`src/rtl/multicycle_pkg.sv`:
```
// Shared types and constants for the multicycle sequence controller.
// The state encoding and ALU op codes live here so the datapath and the controller use the same values.
package multicycle_pkg;

   typedef enum logic [1:0] {
      ST_IDLE = 2'd0,
      ST_LOAD = 2'd1,
      ST_RUN  = 2'd2
   } state_t;

   localparam int STEPS_DEF = 4;
   localparam int OP_W_DEF  = 2;

   localparam int OP_PASS = 0;
   localparam int OP_A    = 1;
   localparam int OP_B    = 2;

endpackage

```
`src/rtl/multicycle_seq_ctrl_step_counter.sv`:
```
// RUN-phase step counter: clears to 0, advances on inc, saturates at STEPS-1.
// tc flags the terminal (final) step.
module mcu_step_counter #(
   parameter int STEPS = 4,
   parameter int CNT_W = $clog2(STEPS)
) (
   input  logic             clock,
   input  logic             reset,
   input  logic             clear,
   input  logic             inc,
   output logic [CNT_W-1:0] step,
   output logic             tc
);

   assign tc = (step == CNT_W'(STEPS - 1));

   always_ff @(posedge clock or negedge reset) begin
      if (!reset) begin
         step <= '0;
      end else if (clear) begin
         step <= '0;
      end else if (inc && !tc) begin
         step <= step + 1'b1;
      end
   end

endmodule

```
`src/rtl/multicycle_seq_ctrl.sv`:
```
// Multicycle datapath controller: one LOAD cycle followed by STEPS RUN cycles.
// Optional abort input is compiled in when MCU_ABORT_EN is defined.
module multicycle_seq_ctrl
   import multicycle_pkg::*;
#(
   parameter int STEPS = STEPS_DEF,
   parameter int OP_W  = OP_W_DEF
) (
   input  logic            clock,
   input  logic            reset,
   input  logic            start,
   input  logic            mode,
`ifdef MCU_ABORT_EN
   input  logic            abort,
`endif
   output logic            e,
   output logic            src_sel,
   output logic [OP_W-1:0] alu_op,
   output logic            busy,
   output logic            done
);

   localparam int CNT_W = $clog2(STEPS);

   state_t           state, state_nxt;
   logic             mode_q;
   logic             load_mode;
   logic             abort_hit;
   logic             cnt_clear;
   logic             cnt_inc;
   logic [CNT_W-1:0] step;
   logic             tc;

`ifdef MCU_ABORT_EN
   // Abort only matters while a run is in flight.
   assign abort_hit = abort && (state != ST_IDLE);
`else
   assign abort_hit = 1'b0;
`endif

   mcu_step_counter #(
      .STEPS (STEPS),
      .CNT_W (CNT_W)
   ) u_cnt (
      .clock (clock),
      .reset (reset),
      .clear (cnt_clear),
      .inc   (cnt_inc),
      .step  (step),
      .tc    (tc)
   );

   // Counter is 0 on entry to RUN and is returned to 0 whenever RUN ends.
   assign cnt_inc   = (state == ST_RUN);
   assign cnt_clear = (state != ST_RUN) || tc || abort_hit;

   always_ff @(posedge clock or negedge reset) begin
      if (!reset) begin
         state  <= ST_IDLE;
         mode_q <= 1'b0;
      end else begin
         state <= state_nxt;
         if (load_mode) begin
            mode_q <= mode;
         end
      end
   end

   always_comb begin
      state_nxt = state;
      load_mode = 1'b0;
      unique case (state)
         ST_IDLE: begin
            if (start) begin
               state_nxt = ST_LOAD;
               load_mode = 1'b1;
            end
         end
         ST_LOAD: begin
            state_nxt = abort_hit ? ST_IDLE : ST_RUN;
         end
         ST_RUN: begin
            if (abort_hit) begin
               state_nxt = ST_IDLE;
            end else if (tc) begin
               if (start) begin
                  state_nxt = ST_LOAD;
                  load_mode = 1'b1;
               end else begin
                  state_nxt = ST_IDLE;
               end
            end
         end
         default: state_nxt = ST_IDLE;
      endcase
   end

   always_comb begin
      e       = 1'b0;
      src_sel = 1'b0;
      alu_op  = OP_W'(OP_PASS);
      busy    = 1'b0;
      done    = 1'b0;
      unique case (state)
         ST_LOAD: begin
            e    = 1'b1;
            busy = 1'b1;
         end
         ST_RUN: begin
            e       = 1'b1;
            src_sel = 1'b1;
            busy    = 1'b1;
            if (tc) begin
               alu_op = mode_q ? OP_W'(OP_B) : OP_W'(OP_A);
               done   = !abort_hit;
            end
         end
         default: ;
      endcase
   end

endmodule

```
`config.mk`:
```
export PLATFORM = sky130hd
export DESIGN_NAME = multicycle_seq_ctrl
export DESIGN_NICKNAME = d
export VERILOG_FILES = /design/src/rtl/multicycle_pkg.sv /design/src/rtl/multicycle_seq_ctrl_step_counter.sv /design/src/rtl/multicycle_seq_ctrl.sv
export SDC_FILE = /design/constraint.sdc
export NUM_CORES = 1
export LEC_CHECK = 0
export CORE_AREA = 2 2 39 41
export CTS_CLUSTER_SIZE = 28
export DETAILED_ROUTE_END_ITERATION = 8
export DIE_AREA = 0 0 41 43
export GPL_TIMING_DRIVEN = 0
export SYNTH_ARGS = -nofsm -noshare
export SYNTH_HDL_FRONTEND = slang
export SYNTH_SLANG_ARGS = --single-unit
```
`constraint.sdc`:
```
create_clock -name clock -period 2.2 [get_ports clock]
set_input_delay 0.44 -clock clock [delete_from_list [all_inputs] [get_ports clock]]
set_output_delay 0.44 -clock clock [all_outputs]
set_load 0.01 [all_outputs]
```
After elaboration in Yosys (flattened, before gate mapping)
Index checks and enable logic that the tools add are counted.
{"block": "totals", "reg_bits": 5, "out_inout_bits": 6, "input_bits": 4, "elab_cells": 33}
{"block": "classes", "mux": 16, "eq_ne": 6, "n_reduce_logical": 7, "n_addsub": 1}
{"cell": "$mux W2", "n": 7}
{"cell": "$mux W1", "n": 7}
{"cell": "$ne A2 B2 Y1 const B", "n": 3}
{"cell": "$pmux W2 S3", "n": 1}
{"cell": "$eq A2 B2 Y1 const B", "n": 2}
{"cell": "$add A2 B1 Y2 const B", "n": 1}
{"cell": "$eq A2 B1 Y1 const B", "n": 1}
{"cell": "$logic_not A2 Y1", "n": 1}
{"cell": "$pmux W1 S2", "n": 1}
{"cell": "$reduce_and A2 Y1", "n": 1}
{"cell": "$reduce_bool A2 Y1", "n": 1}
{"cell": "$reduce_or A2 Y1", "n": 1}
{"cell": "$logic_and A1 B1 Y1", "n": 1}
{"cell": "$logic_not A1 Y1", "n": 1}
{"cell": "$logic_or A1 B1 Y1", "n": 1}

Logic depth before layout (Yosys ltp)
Gate-level depths: netlist of the first run.
{"block": "depth", "word_depth": 5, "ltp_mapped": 6, "ltp_nobuf": 6}

Modules after synthesis
From an unflattened synthesis of the first run, not the netlist that was laid out.
{"block": "unflattened", "hier_cells": 35, "area_unflattened_um2": 371.6}
{"mod": "multicycle_seq_ctrl", "instances": 1, "area_each_um2": 247.7, "cells_per_inst": 25, "seq_area_each_um2": 75.1}
{"mod": "mcu_step_counter", "instances": 1, "area_each_um2": 123.9, "cells_per_inst": 10, "seq_area_each_um2": 50.0}

Least setup slack after synthesis of the first run
OpenSTA, ideal clock, no wires.
{"block": "synth_path", "path_type": "reg-to-output", "startpoint": "register state[0]", "endpoint": "output port alu_op[0]", "path_buffers": 0, "path_slack_ns": 0.751, "arrival_time_ns": 1.009, "stages_incl_launch_ff": 5, "required_time_ns": 1.760, "path_cell_list": "dfrtp_1 > inv_1 > ha_1 > nand2_2 > nor2_1"}
{"block": "synth_via", "elab_chain_len": 2}
{"element": "start, declared", "line": "multicycle_seq_ctrl.sv:25", "rtl": "state_t state, state_nxt;"}
{"element": "start signal, assigned", "line": "multicycle_seq_ctrl.sv:62", "rtl": "state <= state_nxt;"}
{"element": "$eq A2 B2 Y1", "line": "multicycle_seq_ctrl.sv:104", "rtl": "unique case (state)"}
{"element": "$mux W2", "line": "multicycle_seq_ctrl.sv:104"}
{"element": "end, declared", "line": "multicycle_seq_ctrl.sv:18", "rtl": "output logic [OP_W-1:0] alu_op,"}
No other way between the ends.

Final worst setup path of the first run
{"block": "layout_path", "startpoint": "register state[1]", "endpoint": "output port e"}
{"block": "layout_via", "elab_chain_len": 3, "elab_cells_between_ends": 4, "cone_classes": "eq/ne: 2; mux: 1; reduce/logical: 1"}
{"element": "$eq A2 B1 Y1 or $eq A2 B2 Y1 (tied branches)", "line": "multicycle_seq_ctrl.sv:104"}
{"element": "$reduce_or A2 Y1 (no line) (*)"}
{"element": "$mux W1 (*)", "line": "multicycle_seq_ctrl.sv:104"}
{"element": "end, declared", "line": "multicycle_seq_ctrl.sv:16", "rtl": "output logic e,"}
Mark *: on every way between the ends. The rest lies on a longest branch, timed or not.

==> results of run 1 <==
[worst max path at each step]
stage,endpoint,slack (ns),cells after the start
after floorplan,alu_op[0],0.75,4
after detailed placement,alu_op[0],0.27,5
after global placement,alu_op[0],0.28,5
after CTS,alu_op[0],0.04,5
after global routing,e,0.02,4
final,e,0.08,4
[power breakdown]
group | switching, mW | total (mW) | internal (mW)
Clock | 0.0389 | 0.108 | 0.0686
Sequential | 0.0348 | 0.162 | 0.127
Combinational | 0.119 | 0.292 | 0.173
Total | 0.193 | 0.561 | 0.368
[layout by cell type, fill, tap and decap left out, drive strengths merged, types with 2 or more instances in the layout]
| cell type | instances |
|---|---|
| ha | 5 |
| inv | 6 |
| nor2 | 3 |
| mux2 | 2 |
| o21ai | 3 |
| dfrtp | 5 |
| clkbuf | 4 |
| clkdlybuf4s50 | 9 |
[logic make-up (layout without fill, tap and decap cells)]
family,after synthesis,count (layout)
adder cells (fa/ha/maj),5,5
AND/OR/NAND/NOR,6,6
AO/OA/AOI/OAI,4,4
flip-flops,5,5
buffers and inverters,7,20
multiplexers,2,2
[registers in the layout, summed over array words and instances (netlist names)]
name and flops:
u_cnt.step 2, state 2, mode_q 1
[stage by stage]
step	hold WS (ns)	util (%)	power (mW)	instance area, µm²	setup WS [ns]
floorplan	0.144	-	0.337	314	0.751
global placement	0.425	30.7	0.437	424	0.277
detailed placement	0.430	30.7	0.442	424	0.271
CTS	0.414	32.7	0.557	453	0.0400
global route	0.437	33.5	0.601	463	0.0183
finish	0.410	33.5	0.561	463	0.0775
[layout make-up]
cell class	instances	area, µm²	share of cell area (%)
Inverter	6	22.5	4.86
Sequential cell	5	125	27.0
Clock buffer	4	26.3	5.68
Timing Repair Buffer	9	90.1	19.5
Tap cell	16	20.0	4.32
Multi-Input combinational cell	17	171	37.0
Buffer	1	7.51	1.62
[timing repair]
action                                  4_1_cts  5_1_grt
buffers inserted                              0        0
endpoints found under the setup margin        1        3
resized for setup                             1        2
gates cloned                                  0        0
[routing by layer]
| metal | vias to the layer above | track usage, % | wire (µm) |
|---|---|---|---|
| li1 | 116 | - | - |
| met4 | 0 | 10.0 | 27 |
| met2 | 10 | 12.2 | 280 |
| met5 | - | 0 | 0 |
| met1 | 114 | 8.85 | 219 |
| met3 | 4 | 3.14 | 50 |
==> flow_summary_export.csv, run 1 <==
group,metric,value,unit
setup_path,arrival,1.68,ns
grt,grtUsageTotal,8.79,%
timing,skew,0.00189,ns
yosys,ys.flop_type,"dfrtp_1",
grt,antenna_found_initial,0,
timing,rsz0062_at_grt,"false",
timing,setup_violations,0,
yosys,ys_seq_area_share,39.8,%
die,chipHeight,43,µm
clock_tree,cts_sinks,5,
power,powerDensity,1210,mW/mm²
drt,drc_errors,0,
setup_path,cp_top_family,"buffers and inverters",
die,io_pins,10,
setup_path,r2r-start,"state[1]$_DFFE_PN0P_",
timing,setup-tns-final,0,ns
setup_path,worstSetupPathType,"reg2out",
drt,wire_per_inst,9.97,µm
drt,drtIter0Drc,2,
yosys,synth-edff-count,0,
drt,via_per_inst,4.21,
yosys,muxShareOfSynthArea,9.56,%
grt,grt_first_pass_wirelength,959,µm
yosys,synth.distinct_cells,13,
yosys,synthArstFlopShare,100,%
yosys,synth_area,314,µm²
yosys,synth_commonest_cells,"dfrtp_1 (5), ha_1 (5), inv_1 (5)",
setup_path,cp.required,1.76,ns
yosys,synth_top_area_share,39.8,%
setup_path,crit_buf_inv,3,
cells_and_area,drive_above_1_share,33.3,%
die,coreArea,0.00138,mm²
cells_and_area,diodes,0,
die,dieArea,0.00176,mm²
setup_path,crit_path_end_kind,"output port",
drt,first_pass_iters,2,
yosys,synth_fa_ha_area_share,19.9,%
drt,drtAntennaViolNets,0,
setup_path,worst_path_max_delay_cell,"clkdlybuf4s50_1",
placement,port_buffers,9,
grt,grt_pass1_vias,254,
setup_path,ff2ff_path_depth,5,
clock_tree,cts_made_buffers,3,
timing,max_freq,0.471,GHz
timing,finalCritPeriodShare,96.5,%
setup_path,cp_max_fo,4,
die,start_util,22.7,%
yosys,ys_warn_count,0,
setup_path,reg2reg_slack,0.85,ns
yosys,synth-seq-cells,5,
timing,timing.final.crit_period,2.12,ns
yosys,synth_fp_nets,38,
clock_tree,cts_buffer_depth,2,
setup_path,cp-start-kind,"flop",
placement,finalWeightedCongestion,0.669,
drt,vias,244,
outcome,status,"complete, no violations",
placement,dp.cells,54,
yosys,synth_top_family_by_area,"adder cells",
drt,routed_wl,578,µm
setup_path,critPathMaxStageDelay,0.52,ns
timing,slew_headroom,85.4,%
clock_tree,ctsHoldBuffers,0,
grt,grt_max_degree,6,
setup_path,r2r_end,"state[1]$_DFFE_PN0P_",
clock_tree,htreeDepth,1,
yosys,synth_xor_area_share,0,%
setup_path,cp-startpoint,"state[1]$_DFFE_PN0P_",
power,power_leakage,0.222,nW
cells_and_area,nNetsFinal,52,
timing,maxSlewViolCount,0,
power,peakVddDrop,637,µV
grt,grt-ovfl-total,0,
clock_tree,clock_latency,0.25,ns
yosys,synth_area_leaders,"dfrtp_1 (40%), ha_1 (20%), mux2_4 (9.6%)",
cells_and_area,area_delta_synth_final,47.4,%
clock_tree,root_buffer,"clkbuf_4",
yosys,synth_compound_area_share,10.4,%
clock_tree,cts_tree,"done",
timing,tightestPinTransition,0.219,ns
cells_and_area,fill_cells,154,
yosys,synthSimpleGateAreaFrac,10.8,%
run,drv_cap,0,
min_path,hp-class,"in2async",
clock_tree,clk_pin_slew,0.04,ns
die,die_w,41,µm
setup_path,worstPathCellList,"inv_1 > ha_1 > buf_4 > clkdlybuf4s50_1",
yosys,yosys.area.top_type,"dfrtp_1",
cells_and_area,final_cells,58,
yosys,syn_inst,29,
die,std_cell_rows,14,
placement,hpwl,454,µm
yosys,syn_avg_cell_area,10.8,µm²
timing,hold_violations,0,
(Power assumes the default switching activity.)
==> run 2, diff against run 1 <==
--- a/config.mk
+++ b/config.mk
@@ -13,3 +13,4 @@
 export SYNTH_ARGS = -nofsm -noshare
 export SYNTH_HDL_FRONTEND = slang
 export SYNTH_SLANG_ARGS = --single-unit
+export TNS_END_PERCENT = 1
==> results of run 2 <==
Same layout as run 1: the final DEF is identical, and so are final timing and power.
==> run 3, diff against run 2 <==
--- a/config.mk
+++ b/config.mk
@@ -5,6 +5,7 @@
 export SDC_FILE = /design/constraint.sdc
 export NUM_CORES = 1
 export LEC_CHECK = 0
+export ABC_AREA = 1
 export CORE_AREA = 2 2 39 41
 export CTS_CLUSTER_SIZE = 28
 export DETAILED_ROUTE_END_ITERATION = 8
==> constraint.sdc (replaced) <==
create_clock -name clock -period 2.6 [get_ports clock]
set_input_delay 0.52 -clock clock [delete_from_list [all_inputs] [get_ports clock]]
set_output_delay 0.52 -clock clock [all_outputs]
set_load 0.01 [all_outputs]
==> run 3 against run 2 <==
Against the previous run: combinational power down 14%; hold slack better by 0.022 ns; cell count up 21%; power down 15%; sequential power down 18%; synthesized cell count up 41%; area after synthesis up 0.80%; worst setup slack better by 0.29 ns; clock power down 14%; largest cell class unchanged; clock-buffer cell count unchanged; clock skew down 0.00080 ns; design area down 2.2%.
==> flow_summary_export.csv, run 3 <==
group,metric,value,unit
outcome,status,"complete, no violations",
cells_and_area,diodes,0,
grt,grt_pass1_vias,244,
timing,hold_violations,0,
placement,postPlaceCellArea,427,µm²
clock_tree,post_cts_buffers,0,
timing,timing.final.crit_period,2.23,ns
power,peakVddDrop,430,µV
min_path,hp-start,"u_cnt.step[0]$_DFF_PN0_",
setup_path,worstSetupPathType,"reg2out",
cells_and_area,seqCellArea,125,µm²
yosys,synth.distinct_cells,10,
grt,grt-ovfl-total,0,
cells_and_area,multi_input_area,150,µm²
die,chipHeight,43,µm
setup_path,cp_max_fo,4,
clock_tree,ctsResizeCount,0,
setup_path,crit_path_end_kind,"output port",
setup_path,arrival,1.71,ns
yosys,syn_avg_cell_area,7.72,µm²
grt,grt_max_degree,6,
yosys,synth_area_leaders,"dfrtp_1 (40%), ha_1 (20%), nand2_1 (14%)",
yosys,synthArstFlopShare,100,%
power,clkPwrFrac,19.5,%
die,start_util,22.9,%
yosys,synth-seq-cells,5,
run,drv_cap,0,
die,io_pins,10,
yosys,ys_warn_count,0,
power,power_leakage,0.246,nW
clock_tree,root_buffer,"clkbuf_4",
die,std_cell_rows,14,
clock_tree,ctsHoldBuffers,0,
clock_tree,htreeDepth,1,
timing,rsz0062_at_grt,"false",
yosys,ys.flop_type,"dfrtp_1",
yosys,synth_fp_nets,50,
cells_and_area,final_cells,70,
timing,tightestPinTransition,0.240,ns
drt,routed_wl,534,µm
grt,grt_first_pass_wirelength,972,µm
clock_tree,cts_buffer_depth,2,
yosys,synth_most_common_cell,"nand2_1",
min_path,hp-class,"reg2reg",
clock_tree,cts_tree,"done",
timing,max_freq,0.448,GHz
cells_and_area,nNetsFinal,64,
drt,vias,257,
power,p_int,0.298,mW
clock_tree,cts_made_buffers,3,
cells_and_area,largestRegisters,"state: 2 flops, u_cnt.step: 2 flops, mode_q: 1 flops",
yosys,synth-edff-count,0,
clock_tree,clk_pin_slew,0.04,ns
die,die_w,41,µm
yosys,syn_inst,41,
die,dieArea,0.00176,mm²
cells_and_area,final_cell_mix,"nand2_1 (12), clkdlybuf4s50_1 (9), inv_1 (8)",
setup_path,cp-start-kind,"flop",
drt,first_pass_iters,2,
setup_path,cp-startpoint,"state[0]$_DFFE_PN0P_",
yosys,synth_commonest_cells,"nand2_1 (12), inv_1 (8), dfrtp_1 (5), ha_1 (5), nor2_1 (4)",
die,coreArea,0.00138,mm²
power,seqPwrFrac,28.0,%
drt,via_per_inst,3.67,
yosys,ys_seq_area_share,39.5,%
grt,use_met1,9.80,%
grt,grtUsageTotal,8.78,%
yosys,yosys.area.top_type,"dfrtp_1",
cells_and_area,area_delta_synth_final,43.1,%
placement,hpwl,412,µm
clock_tree,clock_latency,0.25,ns
timing,setup_violations,0,
cells_and_area,drive_above_1_share,13.0,%
placement,finalWeightedCongestion,0.695,
timing,skew,0.00109,ns
drt,drc_errors,0,
grt,grt.busiest_layer,"met2",
placement,dp.cells,66,
drt,drtIter0Drc,3,
drt,drtAntennaViolNets,0,
timing,setup-tns-final,0,ns
yosys,synth_area,317,µm²
timing,finalCritPeriodShare,85.8,%
cells_and_area,postLayoutCellArea,453,µm²
cells_and_area,fill_cells,158,
grt,met2_usage,11.3,%
grt,met3_usage,9.42,%
power,power_switching_share,37.3,%
placement,pre_cts_slack,0.602,ns
power,combPwrFrac,52.5,%
timing,setup_ws,0.368,ns
power,powerDensity,1050,mW/mm²
placement,port_buffers,9,
cells_and_area,mostFrequentLayoutCell,"nand2_1",
yosys,synth_top_area_share,39.5,%
timing,slew_headroom,83.9,%
grt,antenna_found_initial,0,
timing,maxSlewViolCount,0,
setup_path,r2r-start,"state[0]$_DFFE_PN0P_",
setup_path,cp.required,2.08,ns
drt,wire_per_inst,7.63,µm
clock_tree,cts_sinks,5,
power,p_sw,0.177,mW
run 3: cell types whose count changed in the layout (fill, tap and decap cells not counted), moves of 2 or more:
cell / change
inv_1: +4
o21ai_2: -2
mux2_4: -2
nand3_1: +2
nand2_1: +12
run 3: layout make-up:
type                    count  share of cell area, %
multi-input cells          26                   33.1
well taps                  16                   4.42
plain buffers               1                   1.66
flip-flops and latches      5                   27.6
clock buffers               4                   5.80
repair buffers              9                   19.9
inverters                   9                   7.46
run 3: metrics by stage:
stage	util (%)	total power [mW]	hold WS, ns
6_report	32.7	0.475	0.432
5_1_grt	32.7	0.527	0.450
2_1_floorplan	-	0.292	0.224
4_1_cts	32.7	0.487	0.438
3_5_place_dp	30.8	0.388	0.431
3_3_place_gp	30.8	0.384	0.422
run 3: final timing paths:
kind	slack [ns]	depth (start not counted)	endpoint
setup reg to reg	1.41	7	mode_q$_DFFE_PN0P_
min in group asynchronous	0.50	1	mode_q$_DFFE_PN0P_
setup / recovery	0.37	5	alu_op[1]
hold / removal	0.43	1	u_cnt.step[0]$_DFF_PN0_
max in group asynchronous	1.90	1	state[1]$_DFFE_PN0P_
hold reg to reg	0.43	1	u_cnt.step[0]$_DFF_PN0_
run 3: cells by family after synthesis:
| kind of cell | share of synthesized area [%] |
|---|---|
| flops | 39.5 |
| buf+inv | 13.0 |
| compound gates | 1.58 |
| simple gates | 26.1 |
| fa+ha+maj | 19.8 |
run 3: routing by layer:
metal,vias to the layer above,wire [µm]
met2,10,223
met5,-,0
met3,0,64
met1,103,246
li1,144,-
met4,0,0
run 3: worst max-delay path: stages, from the launching register on:
cell	delay, ns
dfrtp_1	0.40
inv_1	0.09
ha_1	0.22
nand2_1	0.12
nor2_1	0.10
clkdlybuf4s50_1	0.53
run 3: power groups by stage:
| stage | combinational [mW] | clock, mW | sequential, mW |
|---|---|---|---|
| after floorplan | 0.163 | 0 | 0.129 |
| after global placement | 0.251 | 0 | 0.133 |
| after detailed placement | 0.253 | 0 | 0.135 |
| after CTS | 0.255 | 0.0983 | 0.134 |
| after global routing | 0.284 | 0.107 | 0.136 |
| final | 0.250 | 0.0924 | 0.133 |
